--- src/rtl/gray_conv_pkg.sv ---
// Shared types and helpers for the bit-sliced Binary<->Gray converter.
package gray_conv_pkg;

   typedef enum logic [1:0] {
      StIdle = 2'd0,
      StProc = 2'd1,
      StDone = 2'd2
   } state_t;

   localparam logic MODE_B2G = 1'b0;
   localparam logic MODE_G2B = 1'b1;

   // True when bpc is a legal slice size for a word of the given width.
   function automatic bit bpc_divides(input int unsigned width, input int unsigned bpc);
      return (bpc != 0) && (bpc <= width) && ((width % bpc) == 0);
   endfunction

endpackage

--- src/rtl/gray_conv_slice.sv ---
// Combinational BITS-wide conversion step, resolved MSB-first from a carry bit.
module gray_conv_slice
   import gray_conv_pkg::*;
#(
   parameter int unsigned BITS = 1
) (
   input  logic [BITS-1:0] src,
   input  logic            carry_in,
   input  logic            mode,
   output logic [BITS-1:0] res,
   output logic            carry_out
);

   logic up;

   // up is the bit one position above the one being resolved: a source bit for
   // binary->Gray, an already-resolved result bit for Gray->binary.
   always_comb begin
      res = '0;
      up  = carry_in;
      for (int i = int'(BITS) - 1; i >= 0; i--) begin
         res[i] = src[i] ^ up;
         up     = (mode == MODE_G2B) ? res[i] : src[i];
      end
      carry_out = up;
   end

endmodule

--- src/rtl/gray_code_converter.sv ---
// Serial MSB-first Binary<->Gray converter with valid/ready on both sides.
// Define GRAY_CONV_PARITY_EN to add the dout_parity output.
module gray_code_converter
   import gray_conv_pkg::*;
#(
   parameter int unsigned WIDTH          = 8,
   parameter int unsigned BITS_PER_CYCLE = 1
) (
   input  logic             clk,
   input  logic             rst,
   input  logic             in_valid,
   output logic             in_ready,
   input  logic             convert,
   input  logic [WIDTH-1:0] din,
   output logic             out_valid,
   input  logic             out_ready,
   output logic [WIDTH-1:0] dout,
   output logic             busy
`ifdef GRAY_CONV_PARITY_EN
   ,
   output logic             dout_parity
`endif
);

   localparam int unsigned B    = BITS_PER_CYCLE;
   localparam int unsigned IdxW = $clog2(WIDTH);

   localparam logic [IdxW-1:0] IdxTop  = IdxW'(WIDTH - 1);
   localparam logic [IdxW-1:0] IdxLow  = IdxW'(B - 1);
   localparam logic [IdxW-1:0] IdxStep = IdxW'(B);

   if (WIDTH < 2 || !bpc_divides(WIDTH, B)) begin : gen_param_err
      $error("gray_code_converter: WIDTH must be >= 2 and divisible by BITS_PER_CYCLE");
   end

   state_t          state_q, state_d;
   logic [IdxW-1:0] idx_q, idx_d;
   logic [WIDTH-1:0] src_q, src_d;
   logic [WIDTH-1:0] dout_q, dout_d;
   logic            mode_q, mode_d;
   logic            carry_q, carry_d;

   logic [IdxW-1:0] lsb;
   logic [B-1:0]    slice_src;
   logic [B-1:0]    slice_res;
   logic            slice_cout;
   int              idx_int;
   logic            idx_legal;
   logic            last_slice;
   logic            accept;

   assign lsb        = idx_q - IdxLow;
   assign slice_src  = B'(src_q >> lsb);
   assign idx_int    = int'(idx_q);
   assign idx_legal  = (idx_int < int'(WIDTH)) && (idx_int >= int'(B) - 1);
   assign last_slice = (idx_q == IdxLow);
   assign accept     = (state_q == StIdle) && in_valid;

   // carry_q holds src[idx+1] or dout[idx+1] from the previous slice, 0 above the MSB.
   gray_conv_slice #(
      .BITS (B)
   ) u_slice (
      .src       (slice_src),
      .carry_in  (carry_q),
      .mode      (mode_q),
      .res       (slice_res),
      .carry_out (slice_cout)
   );

   always_comb begin
      state_d = state_q;
      idx_d   = idx_q;
      src_d   = src_q;
      dout_d  = dout_q;
      mode_d  = mode_q;
      carry_d = carry_q;
      case (state_q)
         StIdle: begin
            if (in_valid) begin
               src_d   = din;
               mode_d  = convert;
               dout_d  = '0;
               idx_d   = IdxTop;
               carry_d = 1'b0;
               state_d = StProc;
            end
         end
         StProc: begin
            if (!idx_legal) begin
               idx_d   = IdxTop;
               state_d = StIdle;
            end else begin
               // dout was cleared at accept, so OR-ing each slice in is enough.
               dout_d  = dout_q | (WIDTH'(slice_res) << lsb);
               carry_d = slice_cout;
               if (last_slice) begin
                  state_d = StDone;
               end else begin
                  idx_d = idx_q - IdxStep;
               end
            end
         end
         StDone: begin
            if (out_ready) begin
               state_d = StIdle;
            end
         end
         default: begin
            idx_d   = IdxTop;
            state_d = StIdle;
         end
      endcase
   end

   always_ff @(posedge clk or posedge rst) begin
      if (rst) begin
         state_q <= StIdle;
         idx_q   <= IdxTop;
         src_q   <= '0;
         dout_q  <= '0;
         mode_q  <= MODE_B2G;
         carry_q <= 1'b0;
      end else begin
         state_q <= state_d;
         idx_q   <= idx_d;
         src_q   <= src_d;
         dout_q  <= dout_d;
         mode_q  <= mode_d;
         carry_q <= carry_d;
      end
   end

`ifdef GRAY_CONV_PARITY_EN
   logic parity_q, parity_d;

   always_comb begin
      parity_d = parity_q;
      if (accept) begin
         parity_d = 1'b0;
      end else if (state_q == StProc && idx_legal) begin
         parity_d = parity_q ^ (^slice_res);
      end
   end

   always_ff @(posedge clk or posedge rst) begin
      if (rst) begin
         parity_q <= 1'b0;
      end else begin
         parity_q <= parity_d;
      end
   end

   assign dout_parity = parity_q;
`endif

   assign in_ready  = (state_q == StIdle);
   assign out_valid = (state_q == StDone);
   assign busy      = (state_q != StIdle);
   assign dout      = dout_q;

endmodule
--- config.mk ---
export PLATFORM = sky130hd
export DESIGN_NAME = gray_code_converter
export DESIGN_NICKNAME = d
export VERILOG_FILES = /design/src/rtl/gray_conv_pkg.sv /design/src/rtl/gray_conv_slice.sv /design/src/rtl/gray_code_converter.sv
export SDC_FILE = /design/constraint.sdc
export NUM_CORES = 1
export LEC_CHECK = 0
export CORE_MARGIN = 5
export CORE_UTILIZATION = 49
export DETAILED_ROUTE_END_ITERATION = 10
export PLACE_DENSITY = 0.77
export SLEW_MARGIN = 15
export SYNTH_ARGS = -nofsm -noshare
export SYNTH_HDL_FRONTEND = slang
export SYNTH_HIERARCHICAL = 1
export SYNTH_SLANG_ARGS = --single-unit
--- constraint.sdc ---
create_clock -name clk -period 2.7 [get_ports clk]
set_input_delay 0.54 -clock clk [delete_from_list [all_inputs] [get_ports clk]]
set_output_delay 0.54 -clock clk [all_outputs]
set_load 0.02 [all_outputs]
==> out/metrics.cfg <==
[status]
status=finished, final reports clean

[die]
core_mm2=0.002191
initial_utilization_pct=50.89
die_h_um=57.70
die_w_um=57.70
die-area_mm2=0.003329
num_io_pins=24
rows=17

[cts]
cts_buffers=3
cts_resized=0
post_cts_buffers=0
htree_levels=1
clk_path_buf_depth=2
cts_tree=done
clock-sinks=23
clock_latency_ns=0.30
cts.hold.buffers_added=0
clk_transition_reported_paths_ns=0.12
cts_root_buf=clkbuf_4

[timing]
hold_viol=0
finalWorstPathRequiredPeriod_ns=2.311
maxSlewHeadroom_pct=42.07
tightestPinTransition_ns=0.8680
setup_violations=0
final.setup.tns_ns=0
finClkSkew_ns=0.002407
period_share_pct=85.59
slew_viol_final=0
rsz0062_at_grt=no
timing.fmax_ghz=0.4327

[setup_path]
startpoint_type=flip-flop
r2r_slack_ns=0.44
r2r_start=idx_q[0]
end_kind=output port
path_max_fanout=11
cp_data_arrival_time_ns=1.77
criticalPathCategory=flip-flop to output port
r2r_cells=5
cp_data_required_time_ns=2.16
r2r-end=dout[0]
startpoint=state_q[0]

[global_route]
antenna_found_initial=0
grt_usage_pct=13.83
grt_pass1_vias=812
grt_max_degree=24
grt_overflow=0
grt_pass1_wl_mm=3.615

[synthesis]
netlist_area_mm2=0.001115
yosys.area.top_type=dfrtp_1
synth_nets=104
synthCells=89
netlist.area_leader.share_pct=44.89
synth.avg_cell_area_um2=12.53
yosys_warnings=6
synth_edf_count=0
seq_area_frac_synth_pct=51.96
synth_cell_type_count=31
synth_ff_type=dfrtp_1
synth.top_cells.by_area=dfrtp_1 45%, mux2_1 9.1%, dfstp_2 7.1%
ys_ff_latch=23
synthArstFlopShare_pct=100.0

[finish]
nets=128
drive_gt1_share_pct=9.821
seqCellArea_um2=579.3
instances_no_fill=140
syn_to_final_growth_pct=22.67
antenna_cells=0
multi_input_comb_area_um2=476.7
fillers=189

[drt]
vias=739
routed_via_density=5.279
drt-initial-drc-count=10
wire_per_inst_um=14.35
wl_mm=2.009
drt_pass1_iterations=4
drc=0
detail-route-antenna-nets=0

[power_and_ir_drop]
ir_drop_mv=0.5859
p_per_area_mw_per_mm2=1157
p_leak_nw=0.5988

[worst_hold_path]
hold_depth=1
worstHoldEndpoint=src_q[0]
hold_path.startpoint=src_q[0]
hp-class=flip-flop to flip-flop

[placement]
portBuffers=23
dp_cells=136
gp_congestion=0.8209
place_hpwl_mm=1.494

[run]
cap_violations=0

-- per-stage QoR --
step,utilization (%),hold slack (ns),instance area (um^2),power [mW],setup slack (ns)
detailed placement,61.22,0.4737,1341,1.446,0.4548
CTS,62.42,0.5018,1368,1.603,0.3725
floorplan,-,0.4555,1115,1.224,0.5303
global route,62.42,0.5183,1368,1.714,0.3248
global placement,61.22,0.4698,1341,1.419,0.5089
finish,62.42,0.4940,1368,1.582,0.3891
-- final cells by class --
| class | count | area share, % |
|---|---|---|
| sequential | 23 | 42.36 |
| multi-input combinational | 57 | 34.86 |
| timing repair buffer | 23 | 16.83 |
| tap | 28 | 2.562 |
| clock buffer | 4 | 1.921 |
| inverter | 5 | 1.464 |
-- cell usage after synthesis, types with 3 or more instances --
cell type,count
a22o_1,3
buf_6,3
dfrtp_1,20
dfstp_2,3
inv_1,4
mux2_1,9
nand2_1,8
nor2_1,3
nor2b_1,4
o21ai_0,3
o2bb2ai_1,3
-- power by group --
| group | switching [mW] | internal [mW] |
|---|---|---|
| sequential | 0.132 | 0.520 |
| combinational | 0.368 | 0.405 |
| clock | 0.0983 | 0.0576 |
-- state kept, by name, summed over array words and instances (netlist names) --
signal,flops
dout,8
src_q,8
idx_q,3
state_q,2
carry_q,1
mode_q,1
-- metal layers --
metal	GRT usage, %	share of wire [%]	vias up	wire [um]
li1	-	-	362	-
met1	16.13	43	361	854
met2	24.52	53	14	1062
met3	2.673	3.9	2	78
met4	5.960	0.65	0	13
met5	0	0	-	0
-- critical path: stages, from the launching register on --
cell             delay, ns
dfrtp_1               0.51
or2_1                 0.29
clkinv_2              0.08
clkdlybuf4s50_1       0.60
-- placed cells by master, fill, tap and decap left out, types with 2 or more instances in the layout --
master / n
dfrtp_1: 20
nor3b_1: 2
mux4_1: 2
a32o_1: 2
mux2_1: 9
nand3_1: 2
xnor2_1: 2
clkdlybuf4s50_1: 23
o21ai_0: 3
ha_1: 2
inv_1: 4
dfstp_2: 3
nor2_1: 3
o2bb2ai_1: 3
a22o_1: 3
nand2_1: 8
clkbuf_4: 3
nor2b_1: 4
-- worst max-delay path by stage --
stage,endpoint,slack [ns],cells after the start
finish,in_ready,0.39,3
global route,in_ready,0.32,3
CTS,in_ready,0.37,3
detailed placement,dout[2],0.45,5
global placement,dout[2],0.51,5
floorplan,dout[0],0.53,6
-- logic make-up after synthesis --
family          count (synthesis)  share of synthesized area (%)
xor+xnor                        3                          2.357
mux                            13                          15.71
simple gates                   25                          12.23
compound gates                 14                          10.21
fa+ha+maj                       2                          2.244
buf+inv                         9                          5.274
flops                          23                          51.96
No activity file was read; power rests on OpenSTA's default activity.
==> patch 1: new RTL, config.mk and constraints unchanged <==
Re-encode `state_t` (3 states) as one-hot, 3 bits wide.
--- a/src/rtl/gray_conv_pkg.sv
+++ b/src/rtl/gray_conv_pkg.sv
@@ -2,8 +2,8 @@
 package gray_conv_pkg;
 
-   typedef enum logic [1:0] {
-      StIdle = 2'd0,
-      StProc = 2'd1,
-      StDone = 2'd2
+   typedef enum logic [2:0] {
+      StIdle = 3'b001,
+      StProc = 3'b010,
+      StDone = 3'b100
    } state_t;
 
Formal check against the unedited RTL: same outputs for any inputs over 10 cycles, from zero or initial values and one cycle with rst high; not proved beyond that.
==> patch 1 against the original RTL <==
- die area is 9.1% higher
- sequential cell count is 1 higher
- sequential share of layout area is 1.7 points lower
- wire length is 17% higher
- clock skew hardly changed
- area after synthesis is 11% higher
- largest power group is now sequential cells
- total power is 18% lower
- first-iteration DRC count grew to 3.1 times the old value
- critical path depth stayed put
- count of clock-buffer cells in the layout is 1 lower
- setup slack worse by 220 ps
- clock power is 3% lower
- via count is 23% higher
- cell area is 8.9% higher
==> patch 1: results (changes against the original RTL) <==
Run status = finished clean
R2r startpoint = idx_q[0]
ANT cells = 0 (unchanged)
Worst Reg-to-Reg Cells = 7 (+2)
Synthesized Nets = 123 (+18%)
Hpwl dp = 1720 µm (+15%)
Reg clk slew, reported paths = 120 ps (about the same)
Post-synth EDFFs = 0 (unchanged)
Slew headroom = 58.3% (+16 points)
Metal3 WL = 135 µm (+73%)
Met2 WL = 1170 µm (+10%)
Synth cell count leaders = dfrtp_1 (20), nor2_1 (11), mux2_2 (8)
Total track usage = 14.2% (+0.37 points)
Hold path cells = 2 (+1)
Via count = 908 (+23%)
Hold/Removal Path Class = reg2reg
Initial drt markers = 31 (+21)
Unique masters post-synth = 38 (+23%)
Arrival time at the worst endpoint = 1990 ps (+220 ps)
Sequential-to-total area share from yosys stat = 48.9% (-3.1 points)
Synthesis Warnings = 6 (unchanged)
GP Congestion = 0.746 (-9.2%)
Pre-Repair DR Iteration Count = 4 (unchanged)
Hold path start = dout[4]
Worst hold path endpoint = dout[4]
Post-CTS setup buffers = 0 (unchanged)
Clk_skew = 2.56 ps (+0.153 ps)
Global-route wire length before repair = 3910 µm (+8.0%)
P_leak = 0.666 nW (+11%)
Synth top area cells = dfrtp_1 (40%), dfstp_2 (8.5%), mux2_2 (7.3%)
H-tree depth = 1 (unchanged)
CP max FO = 10 (-1)
Ratio of cells with drive above 1 in the final layout = 19.4% (+9.6 points)
FF-to-FF End = dout[1]
WL final = 2350 µm (+17%)
CTS buffer count = 3 (unchanged)
Count of nets after finishing = 146 (+14%)
Vias in the first global route = 866 (+6.7%)
Largest net degree at the start of global routing = 25 (+4.2%)
VDD IR max = 0.512 mV (-13%)
Flop-to-flop setup slack = 460 ps (+20 ps)
Async SR Flop Fraction = 100% (unchanged)
Clock tree buffer depth = 2 (unchanged)
M1 WL = 1030 µm (+21%)
Root buf cell = clkbuf_4
## patch 1: power by group
part	total [mW]	switching [mW]	internal [mW]
Sequential	0.591	0.111	0.480
Combinational	0.557	0.246	0.311
Clock	0.152	0.0997	0.0520
Total	1.30	0.457	0.842
## patch 1: final cells by class
class	count	area (µm²)
Inverter	6	22.5
Sequential cell	24	606
Clock buffer	3	22.5
Fill cell	222	966
Multi-Input combinational cell	71	556
Timing Repair Buffer	25	245
Tap cell	30	37.5
## patch 1: per-stage QoR
step	total power [mW]	cells	worst slack [ps]	instance area [µm²]	hold WS [ps]
global route	1.37	159	93.0	1490	532
finish	1.30	159	168	1490	514
global placement	1.14	156	501	1470	478
detailed placement	1.16	156	509	1470	487
floorplan	1.04	108	672	1240	475
CTS	1.31	159	157	1490	516
## patch 1: worst max-delay path by stage
stage / start / end / slack (ps) / cells past startpoint
3_5_place_dp: idx_q[0] / dout[1] / 510 / 7
2_1_floorplan: idx_q[0] / dout[1] / 670 / 8
5_1_grt: state_q[1] / out_valid / 90 / 3
4_1_cts: state_q[1] / out_valid / 160 / 3
3_3_place_gp: state_q[1] / out_valid / 500 / 3
6_report: state_q[1] / out_valid / 170 / 3
## patch 1: logic make-up (layout without fill, tap and decap cells)
group,count (synthesis),in the layout,share of synthesized area (%)
compound gates,21,21,11.3
xor+xnor,3,3,2.12
fa+ha+maj,2,2,2.02
buf+inv,13,34,6.26
flops,24,24,48.9
mux,11,11,12.1
simple gates,34,34,17.3
## patch 1: routing by layer
metal  vias to the layer above  global-route usage (%)
li1                        420                       -
met4                         0                    3.80
met2                        28                    24.4
met5                         -                       0
met1                       458                    18.0
met3                         2                    3.02
## patch 1: worst max-delay path, stage by stage, from the launching register on
cell             delay, ps
dfrtp_1                510
or3b_2                 530
inv_1                   70
clkdlybuf4s50_1        590
==> patch 2: new RTL, same settings <==
Made on the original files. The option `GRAY_CONV_PARITY_EN` is turned on by a define.
--- a/src/rtl/gray_code_converter.sv
+++ b/src/rtl/gray_code_converter.sv
@@ -1,4 +1,6 @@
 // Serial MSB-first Binary<->Gray converter with valid/ready on both sides.
 // Define GRAY_CONV_PARITY_EN to add the dout_parity output.
+`define GRAY_CONV_PARITY_EN
+
 module gray_code_converter
    import gray_conv_pkg::*;
Check against the original RTL (old outputs only; new: dout_parity): equivalent (equiv_simple and equiv_induct, registers matched by name and starting in step).
==> patch 2 against the original RTL <==
- wire length increased by 4.1%
- clock power up 20%
- setup slack worse by 45 ps
- area after synthesis up 2.0%
- cell area increased by 4.6%
- register-to-register slack worse by 96 ps
- sequential cell count is 1 higher
- total power rose by 10%
- via count rose by 6.8%
- sequential share of layout area shrank 0.10 points
- clock skew is 1.4 ps higher
- critical endpoint is now dout[4]
- largest cell class unchanged
- largest power group unchanged
- highest routed layer unchanged
==> patch 2: results (changes against the original RTL) <==
Run status = finished clean
Root buf cell = clkbuf_4
Reg clk slew, reported paths = 120 ps (about the same)
Antenna violations before repair = 0 (unchanged)
Least-Margin Pin Slew = 436 ps (-432 ps)
Arrival time at the worst endpoint = 2610 ps (+840 ps)
Unique masters post-synth = 29 (-6.5%)
Synthesized Nets = 106 (+1.9%)
Slowest stage cell, crit path = dfstp_2
Area share of the largest cell type after synthesis = 46.2% (+1.3 points)
VDD IR max = 0.709 mV (+21%)
Total track usage = 13.9% (+0.060 points)
Clk_skew = 3.82 ps (+1.41 ps)
Largest net degree at the start of global routing = 25 (+4.2%)
Via count = 789 (+6.8%)
Post-place setup slack = 350 ps (-105 ps)
Ratio of cells with drive above 1 in the final layout = 17.2% (+7.4 points)
Wire length per cell = 14.5 µm (+1.2%)
H-tree depth = 1 (unchanged)
Synthesis Warnings = 6 (unchanged)
Adder-Cell Fraction of Synth Area = 2.20% (-0.044 points)
Pre-Repair DR Iteration Count = 4 (unchanged)
Sw Ratio = 37.4% (-0.39 points)
Sequential-to-total area share from yosys stat = 53.1% (+1.2 points)
Crit-path max cell delay = 640 ps (+40 ps)
Initial drt markers = 6 (-4)
Vias in the first global route = 813 (+0.12%)
P_leak = 0.640 nW (+6.8%)
ANT cells = 0 (unchanged)
Dpl cell area = 0.00139 mm² (+3.9%)
GP Congestion = 0.788 (-4.0%)
Hpwl dp = 1620 µm (+8.8%)
Clk Latency, worst-skew pair = 310 ps
Mux contribution to synthesized area = 16.3% (+0.57 points)
Port bufs = 24 (+4.3%)
Count of nets after finishing = 132 (+3.1%)
Post-CTS setup buffers = 0 (unchanged)
Resized Gates After CTS = 0 (unchanged)
Global-route wire length before repair = 3560 µm (-1.5%)
CP max FO = 8 (-3)
Synth cell count leaders = dfrtp_1 (21), mux2_2 (10), nand2_1 (6)
Post-synthesis xor/xnor area fraction = 2.31% (-0.047 points)
Synth Area in Compound Gates = 10.8% (+0.57 points)
Crit-path leading delay family = multiplexers
Synth top area cells = dfrtp_1 (46%), mux2_2 (9.9%), dfstp_2 (6.9%)
patch 2: power groups by stage:
| stage | clock network (mW) | registers [mW] | logic (mW) |
|---|---|---|---|
| CTS | 0.196 | 0.688 | 0.879 |
| floorplan | 0 | 0.677 | 0.638 |
| finish | 0.187 | 0.687 | 0.865 |
| global route | 0.207 | 0.710 | 0.951 |
| detailed placement | 0 | 0.699 | 0.875 |
| global placement | 0 | 0.691 | 0.848 |
patch 2: final cells by class:
type / count / area [µm²]
Clock buffer: 4 / 36.3
Timing Repair Buffer: 25 / 248
Fill cell: 185 / 782
Multi-Input combinational cell: 59 / 492
Tap cell: 28 / 35.0
Inverter: 4 / 15.0
Sequential cell: 24 / 604
patch 2: final timing paths:
path	from	endpoint	slack [ps]	cells after the start
max	idx_q[0]	dout[4]	340	5
min	dout[3]	dout[3]	490	1
max reg2reg	idx_q[0]	dout[4]	340	5
min reg2reg	dout[3]	dout[3]	490	1
max in group asynchronous	rst	idx_q[2]	1870	3
min in group asynchronous	rst	src_q[0]	540	3
patch 2: cells by family (layout without fill, tap and decap cells):
logic type,after synthesis,count (layout)
buf+inv,8,33
mux,14,14
fa+ha+maj,2,2
compound gates,15,15
simple gates,25,25
flops,24,24
xor+xnor,3,3
patch 2: per-stage QoR:
stage	power, mW	std cells
2_1_floorplan	1.31	91
3_3_place_gp	1.54	140
3_5_place_dp	1.57	140
4_1_cts	1.76	144
5_1_grt	1.87	144
6_report	1.74	144
patch 2: routing by layer:
metal / vias to the layer above / global-route usage (%) / routed length, µm
li1: 379 / - / -
met1: 388 / 16.6 / 917
met2: 17 / 24.0 / 1040
met3: 5 / 2.90 / 95
met4: 0 / 5.96 / 38
met5: - / 0 / 0
